[src/rtl/fifo_rd_packer.sv]
// Read-side packer: pops RATIO show-ahead FIFO entries into one wide word
// and presents it on a valid/ready stream, with flush for partial words.
module fifo_rd_packer #(
  parameter int DSIZE = 8,
  parameter int RATIO = 4
) (
  input  logic                   rclk,
  input  logic                   rrst_n,
  input  logic [DSIZE-1:0]       fifo_rdata,
  input  logic                   fifo_rempty,
  output logic                   fifo_rout,
  input  logic                   flush,
  output logic [DSIZE*RATIO-1:0] out_data,
  output logic [RATIO-1:0]       out_keep,
  output logic                   out_valid,
  input  logic                   out_ready,
  output logic                   busy
);

  localparam int CW = $clog2(RATIO + 1);
  localparam int AW = DSIZE * (RATIO - 1);
  localparam logic [CW-1:0] LAST = CW'(RATIO - 1);

  logic [CW-1:0]          r_cnt;
  logic                   r_flush_pend;
  logic [AW-1:0]          r_acc;
  logic [DSIZE*RATIO-1:0] r_out_data;
  logic [RATIO-1:0]       r_out_keep;
  logic                   r_out_valid;

  logic                   w_ld;
  logic                   w_last;
  logic                   w_pop;
  logic                   w_emit;
  logic                   w_load;
  logic [AW-1:0]          w_part;
  logic [RATIO-1:0]       w_keep;

  assign w_ld   = !r_out_valid | out_ready;
  assign w_last = (r_cnt == LAST);
  assign w_pop  = rrst_n & !fifo_rempty & !r_flush_pend
                & (!w_last | w_ld);
  assign w_emit = r_flush_pend & (r_cnt != '0) & w_ld;
  assign w_load = (w_pop & w_last) | w_emit;

  // Lanes at or above cnt may hold stale bytes from an earlier word.
  always_comb begin
    w_part = '0;
    w_keep = '0;
    for (int i = 0; i < RATIO - 1; i++) begin
      if (CW'(i) < r_cnt) begin
        w_part[i*DSIZE +: DSIZE] = r_acc[i*DSIZE +: DSIZE];
        w_keep[i] = 1'b1;
      end
    end
  end

  always_ff @(posedge rclk) begin
    if (!rrst_n) begin
      r_cnt        <= '0;
      r_flush_pend <= 1'b0;
      r_acc        <= '0;
      r_out_data   <= '0;
      r_out_keep   <= '0;
      r_out_valid  <= 1'b0;
    end else begin
      if (r_flush_pend) begin
        if (r_cnt == '0) begin
          r_flush_pend <= 1'b0;
        end else if (w_ld) begin
          r_out_data   <= {{DSIZE{1'b0}}, w_part};
          r_out_keep   <= w_keep;
          r_out_valid  <= 1'b1;
          r_cnt        <= '0;
          r_flush_pend <= 1'b0;
        end
      end else if (flush) begin
        r_flush_pend <= 1'b1;
      end

      if (w_pop) begin
        if (w_last) begin
          r_out_data  <= {fifo_rdata, r_acc};
          r_out_keep  <= '1;
          r_out_valid <= 1'b1;
          r_cnt       <= '0;
        end else begin
          r_cnt <= r_cnt + 1'b1;
          for (int i = 0; i < RATIO - 1; i++) begin
            if (r_cnt == CW'(i)) begin
              r_acc[i*DSIZE +: DSIZE] <= fifo_rdata;
            end
          end
        end
      end

      if (!w_load && r_out_valid && out_ready) begin
        r_out_valid <= 1'b0;
      end
    end
  end

  assign fifo_rout = w_pop;
  assign out_data  = r_out_data;
  assign out_keep  = r_out_keep;
  assign out_valid = r_out_valid;
  assign busy      = r_flush_pend | (r_cnt != '0) | r_out_valid;

endmodule

[config.mk]
export PLATFORM = sky130hd
export DESIGN_NAME = fifo_rd_packer
export DESIGN_NICKNAME = d
export VERILOG_FILES = /design/src/rtl/fifo_rd_packer.sv
export SDC_FILE = /design/constraint.sdc
export NUM_CORES = 1
export LEC_CHECK = 0
export CORE_MARGIN = 2
export CORE_UTILIZATION = 50
export CTS_CLUSTER_SIZE = 25
export DETAILED_ROUTE_END_ITERATION = 12
export PLACE_DENSITY = 0.79
export SYNTH_ARGS = -nofsm -noshare
export SYNTH_HDL_FRONTEND = slang
export SYNTH_SLANG_ARGS = --single-unit
[constraint.sdc]
create_clock -name rclk -period 2.1 [get_ports rclk]
set_clock_uncertainty 0.15 [all_clocks]
set_input_delay 0.21 -clock rclk [delete_from_list [all_inputs] [get_ports rclk]]
set_output_delay 0.21 -clock rclk [all_outputs]
set_load 0.1 [all_outputs]
======== Word level (Yosys, flattened, before mapping) ========
Index checks and enable logic that the tools add are counted.
word-level totals
  flip-flop bits (word level) ............. 65
  bits in latches ......................... 0
  memory bits (writable) .................. 0
  memory bits (read-only) ................. 0
  bits of input ports ..................... 13
  output and inout port bits .............. 39
  logic and storage cells ................. 75
  memories ................................ 0
operators by class
  add/sub/neg operators ................... 1
  $mul .................................... 0
  divide/modulo/power cells ............... 0
  magnitude comparators ................... 3
  eq/ne operators ......................... 4
  shift operators ......................... 0
  mux-type cells .......................... 30
  bitwise logic cells ..................... 13
  reductions and logical operators ........ 16
operator list
  cell                                                number
  2-to-1 mux 32 bit                                   5
  2-to-1 mux 8 bit                                    3
  2-to-1 mux 4 bit                                    5
  2-to-1 mux 3 bit                                    5
  2-to-1 mux 1 bit                                    12
  AND reduction 3 bit                                 4
  bitwise AND 1 bit                                   6
  == test 3 x 2 -> 1 bit (second input constant)      2
  < comparator 1 x 3 -> 1 bit (first input constant)  2
  logical NOT 1 bit                                   5
  bitwise OR 1 bit                                    5
  nonzero test 2 bit                                  2
  adder 3 x 1 -> 3 bit (second input constant)        1
  == test 3 x 1 -> 1 bit (second input constant)      1
  logical NOT 3 bit                                   1
  < comparator 2 x 3 -> 1 bit (first input constant)  1
  nonzero test 3 bit                                  1
  logical AND 1 bit                                   2
  != test 2 bit (second input constant)               1
  NOT 1 bit                                           2
  OR reduction 2 bit                                  1

======== Depth between registers and ports, before layout ========
Gate-level depths: netlist of run 1.
  word-level depth ........................ 10
  depth in mapped cells ................... 8
  gate-level depth less buffers ........... 6

======== Least setup slack after synthesis of run 1 ========
OpenSTA, ideal clock, no wires.
  path type ............................... flip-flop to flip-flop
  from .................................... register r_out_valid (netlist: out_valid)
  to ...................................... register r_cnt[1]
  library setup time ...................... 121 ps
  arrival time ............................ 3,004 ps
  path slack .............................. -1,175 ps
  stages on the path, launching flop included .. 5
  path through ............................ dfxtp_1 > nor2b_1 > a21oi_1 > nor2_1 > a32o_1
between the ends
  word-level cells in the longest chain between the ends .. 6
  elaborated cells on any way between the ends .. 9
  classes of those cells .................. eq/ne: 1; mux: 1; bitwise: 3; reduce/logical: 4
ends and longest elaborated chain
  element                                                               RTL line  text
  start, declared                                                       29        logic r_out_valid;
  start signal, assigned                                                65        r_out_valid <= 1'b0;
  start signal, assigned                                                73        r_out_valid <= 1'b1;
  start signal, assigned                                                85        r_out_valid <= 1'b1;
  logical NOT 1 bit (*)                                                 39        assign w_ld = !r_out_valid | out_ready;
  bitwise OR 1 bit (*)                                                  39
  bitwise OR 1 bit (*)                                                  42        & (!w_last | w_ld);
  bitwise AND 1 bit (*)                                                 42
  named net fifo_rout                                                   11        output logic fifo_rout,
  != test 2 bit (no line) / nonzero test 2 bit (equally long branches)  --
  AND reduction 3 bit (no line)                                         --
  end signal, assigned                                                  88        r_cnt <= r_cnt + 1'b1;
  end, declared                                                         24        logic [CW-1:0] r_cnt;
The timed path passes the listed nets; every way through them passes the cells marked *.
A chain may end at the register's enable or synchronous reset.

======== Worst setup path after layout of run 1 ========
  from .................................... register r_cnt[1]
  to ...................................... output busy
between the ends
  word-level cells in the longest chain between the ends .. 3
ends and longest elaborated chain
  element                        RTL line  text
  nonzero test 3 bit             107       assign busy = r_flush_pend | (r_cnt != '0) | r_out_valid;
  bitwise OR 1 bit (2 in a row)  107
  end, declared                  17        output logic busy
Every way passes these cells.

==> run metrics, run 1 <==
status=finished clean; WS Path Type=flop to output port; # rows=25; EDFF count, synth=0; vias in the first global route=1985; total power=2.55 mW; critical path data required time=1740 ps; Post-Syn Area=2450 um^2; Max Cap Viol=0; full die area=5470 um^2; all-layer global routing usage=23.8%; VDD IR-drop max=0.791 mV; fin nets=340; r2r setup slk=170 ps; TritonCTS clock tree=built; clk_lat worst skew=340 ps; CTS buffer count=9; Worst Path Arrival=1690 ps; share of layout cells above drive strength 1=29.9%; PortBufs=51; Filler cells=361; Detailed Route WL=6000 um; cell count after synthesis=250; clock sink count=65; final period utilization=97.8%; area grow syn2layout=34.9%; Starting Density=51.8%; crit path launch=r_cnt[1]; fin. max-slew vios=0; power per cell area=773 nW/um^2; final setup TNS=0 ps; crit start category=flop; Fmax=0.487 GHz; reg2reg start=r_cnt[1]; initial DRC count=228; initial antenna violation count=0; Worst Hold Class=input port to flop; IO Count=52; Finished Core Util=69.9%; crit path max fanout=5; dpl hpwl=4040 um; Max-slew headroom=55.4%; drt drc=0; Synth Net Count=266; worst hold start=flush; largest net degree at the start of global routing=41; Root Driver=clkbuf_8; ys async rst share=0%; global-route wire length before repair=9720 um; routed length per instance=15.2 um; flops & latches, synth=65; Reg clk slew, reported paths=70 ps; final hold vios=0; total grt overflow=0; Max clock buf depth=2; drt pass-1 iters=4; Via Count=2168; YS warnings=0; Sequential Area=1310 um^2; area of the multi-input gates=1080 um^2; crit path capture type=output port; number of diodes=0; Worst Max-Slew Pin Slew=667 ps; CTS H-tree lvls=3; ys flop type=dfxtp_1; Yosys cell types=35; Final min period=2050 ps; sequential cell area fraction in the yosys report=53.2%; average size of a mapped cell=9.79 um^2; # setup viols final=0; Die Y=74.0 um; Routability Congestion=0.852; Final ANT Viol Nets=0; Vias/cell=5.49; Fin Hold WS=285 ps; Pleak=1.30 nW; core box area=4720 um^2; Die X=74.0 um
## synth_stat cells (all sizes together), types with 4 or more instances
master	count	area [um^2]
dfxtp	65	1300
nand2	57	214
o21ai	24	128
a22o	16	140
buf	11	81.3
a32o	9	90.1
nand4	8	50.1
o311ai	8	70.1
a21oi	6	30.0
clkbuf	5	18.8
nand3	5	25.0
nor2	5	18.8
nor3	4	30.0
## worst max-delay path: stages (launching register included)
cell	delay, ps
dfxtp_4	360
inv_1	60
ha_2	210
nand2b_4	70
buf_4	150
or3_4	340
buf_12	170
## worst paths after layout
| kind | endpoint | cells after the start |
|---|---|---|
| setup / recovery | busy | 6 |
| hold / removal | r_flush_pend | 3 |
| setup reg to reg | out_data[8] | 5 |
| hold reg to reg | out_data[15] | 1 |
## registers in the layout, summed over array words and instances (netlist names)
name and flops:
out_data 32, r_acc 24, out_keep 4, r_cnt 3, out_valid 1, r_flush_pend 1
## layout by cell type (no fill, tap or decap), drive strengths merged, types with 2 or more instances in the layout
| master | n |
|---|---|
| nand2 | 57 |
| o21ai | 24 |
| and3 | 2 |
| nand2b | 3 |
| nor2 | 5 |
| buf | 67 |
| a32o | 9 |
| clkbuf | 12 |
| a22o | 16 |
| clkinv | 3 |
| a31o | 2 |
| a21oi | 6 |
| dfxtp | 65 |
| ha | 3 |
| o311ai | 8 |
| nor2b | 3 |
| nor4b | 2 |
| nor3 | 4 |
| inv | 2 |
| nand4 | 8 |
| nand3 | 5 |
| clkdlybuf4s50 | 12 |
## cell type report
class	instances	share of cell area, %
clock buffers	12	4.40
clock inverters	3	0.531
inverters	3	0.341
multi-input cells	166	32.6
flip-flops and latches	65	39.6
well taps	67	2.54
repair buffers	79	20.0
## where the power goes
part	total (mW)	switching [mW]	internal [mW]	leakage (nW)
Clock	0.902	0.451	0.450	0.0822
Sequential	1.29	0.0203	1.27	0.527
Combinational	0.360	0.219	0.141	0.695
Total	2.55	0.691	1.86	1.30
## timing repair
item                                   in CTS  in global routing
setup endpoints to repair                  17                 10
pin swaps                                   0                  1
gates resized for setup                     2                  5
hold buffers                                0                  0
setup buffers                               0                  2
endpoints found under the hold margin       0                  0
## metal layers
metal	vias up	track usage, %	wire length, um
met1	1030	32.9	2710
met5	-	0	0
met4	0	8.69	87
li1	1059	-	-
met3	12	8.27	357
met2	67	34.7	2840
## logic make-up (layout without fill, tap and decap cells)
logic type | after synthesis | count (layout) | share of synthesized area (%)
AOI/OAI and AO/OA | 71 | 71 | 21.4
adders and majority gates | 3 | 3 | 1.53
buffers and inverters | 19 | 97 | 4.55
DFF | 65 | 65 | 53.2
and+or+nand+nor | 92 | 92 | 19.3
## per-stage QoR
| step | std cells | worst slack, ps | instance area [um^2] |
|---|---|---|---|
| global route | 395 | -0.837 | 3300 |
| floorplan | 250 | 1.89 | 2460 |
| detailed placement | 378 | -270 | 3090 |
| finish | 395 | 46.8 | 3300 |
| CTS | 393 | 12.8 | 3260 |
| global placement | 378 | -225 | 3090 |
No activity file was read; power rests on OpenSTA's default activity.
==> inputs of run 2 (changes only) <==
CORE_UTILIZATION = 45   (was 50)
PLACE_DENSITY = 0.72   (was 0.79)
==> run 2 against run 1 <==
Combinational power shrank 2%. Total power grew 0.35%. Worst setup slack gained 16 ps. Sequential cell count is the same. Largest cell class unchanged. Utilization shrank 5.9 points. Sequential share of layout area shrank 0.22 points. Critical path type unchanged.
==> run metrics, run 2 (same netlist as run 1, synthesis figures left out) <==
clk_lat worst skew=350 ps (about the same); drt drc=0 (unchanged); RSZ-0062 raised after global routing=no; Inst Count DP=384 (+1.6%); crit path launch=r_flush_pend; Slowest cell on crit path=or3b_4; routed length per instance=14.8 um (-2.5%); Max Cap Viol=0 (unchanged); max reg flops=32 (unchanged); Fmax=0.491 GHz (+0.80%); Reg clk slew, reported paths=70 ps (about the same); crit path capture type=output port; CTS H-tree lvls=3 (unchanged); critical path data required time=1740 ps (about the same); r2r setup slk=230 ps (+60 ps); Placed Area=3120 um^2 (+0.85%); area of the multi-input gates=1070 um^2 (-0.58%); # setup viols final=0 (unchanged); Root Driver=clkbuf_8; Final ANT Viol Nets=0 (unchanged); CTS buffer count=9 (unchanged); Fin Hold WS=288 ps (+2.88 ps); crit start category=flop; # hold bufs at CTS=0 (unchanged); total grt overflow=0 (unchanged); Final min period=2040 ps (-16.4 ps); WS Path Type=flop to output port; area grow syn2layout=35.2%; Worst Max-Slew Pin Slew=629 ps (-37.6 ps); drt pass-1 iters=4 (unchanged); total power=2.56 mW (+0.35%); final hold vios=0 (unchanged); slowest stage delay, CP=450 ps (+90 ps); Pleak=1.32 nW (+1.2%); Worst Path Arrival=1680 ps (about the same); fin nets=341 (+0.29%); initial DRC count=151 (-34%); Starting Density=47.3% (-4.5 points); Sequential Area=1300 um^2 (-0.29%); Worst Hold Class=input port to flop; initial antenna violation count=0 (unchanged); Die X=77.7 um (+5.1%); Setup crit end=fifo_rout; vias in the first global route=2049 (+3.2%); most frequent cells in the layout=65 x buf_4, 64 x dfxtp_1, 57 x nand2_1, 22 x o21ai_0, 16 x a22o_1; worst hold start=flush; dpl hpwl=4120 um (+2.0%); reg2reg start=r_cnt[0]; Vias/cell=5.27 (-4.1%); global-route wire length before repair=10100 um (+4.4%); Via Count=2106 (-2.9%); PortBufs=51 (unchanged); commonest non-fill, non-tap cell in the layout=buf_4; core box area=5170 um^2 (+9.5%); TritonCTS clock tree=built; Post-CTS Setup Repair Bufs=0 (unchanged); all-layer global routing usage=21.7% (-2.1 points); Final WS setup=63.2 ps (+16.4 ps); crit-path cells=buf_4 > or3b_4 > a21oi_4 > buf_12; fin. max-slew vios=0 (unchanged); clock sink count=65 (unchanged); Routability Congestion=0.796 (-6.6%); Die Y=77.7 um (+5.1%); worst reg2reg path depth=5 (unchanged); number of diodes=0 (unchanged); IO Count=52 (unchanged); status=finished clean; full die area=6040 um^2 (+10%); non-filler cells, final=400 (+1.3%); R2R Path End=out_data[15]; Filler cells=442 (+22%); largest net degree at the start of global routing=46 (+12%); Max clock buf depth=2 (unchanged); share of layout cells above drive strength 1=30.6% (+0.73 points); Detailed Route WL=5930 um (-1.3%); final period utilization=97.0% (-0.78 points); crit path max fanout=9 (+4); pre-CTS WS=-175 ps (+95.5 ps); power per cell area=773 nW/um^2 (about the same); VDD IR-drop max=0.491 mV (-38%); Design Area, Final=3310 um^2 (+0.27%); # rows=26 (+4.0%); Max-slew headroom=57.9% (+2.5 points)
-- run 2: repair_timing --
| item | CTS | global route |
|---|---|---|
| pin swaps | 0 | 1 |
| cloned | 0 | 0 |
| setup endpoints to repair | 11 | 1 |
| gates resized for setup | 3 | 2 |
| endpoints found under the hold margin | 0 | 0 |
-- run 2: routing by layer --
metal  up-vias  share of wire [%]  track usage (%)
li1       1063                  -                -
met2        44                 48             34.1
met3         8                4.1             5.93
met4         0                1.5             8.21
met1       991                 47             28.5
met5         -                  0                0
-- run 2: per-stage QoR --
step	util [%]	setup TNS, ps
floorplan	-	0
global placement	60.2	-2380
detailed placement	60.2	-2770
CTS	63.8	0
global route	64.0	0
finish	64.0	0
-- run 2: area by class of cell --
type	instances	area share, %
Sequential cell	65	39.4
Multi-Input combinational cell	166	32.3
Timing Repair Buffer	80	20.2
Clock buffer	9	3.74
Tap cell	70	2.65
Clock inverter	7	1.40
Inverter	3	0.340
-- run 2: worst min path at each step --
stage / end / cells past startpoint
4_1_cts: r_flush_pend / 3
2_1_floorplan: r_acc[0] / 2
3_5_place_dp: out_data[12] / 1
3_3_place_gp: out_data[13] / 1
6_report: r_flush_pend / 3
5_1_grt: r_flush_pend / 3
-- run 2: worst max-delay path: cells and delay by family (launching register included) --
family          cells  cell delay (ps)
compound gates      1              200
buf+inv             2              360
flops               1              320
simple gates        1              450
-- run 2: report_power, final --
part / internal, mW / switching [mW] / total (mW) / leakage, nW
clock network: 0.427 / 0.492 / 0.919 / 0.0931
logic: 0.137 / 0.216 / 0.353 / 0.701
registers: 1.27 / 0.0194 / 1.29 / 0.526
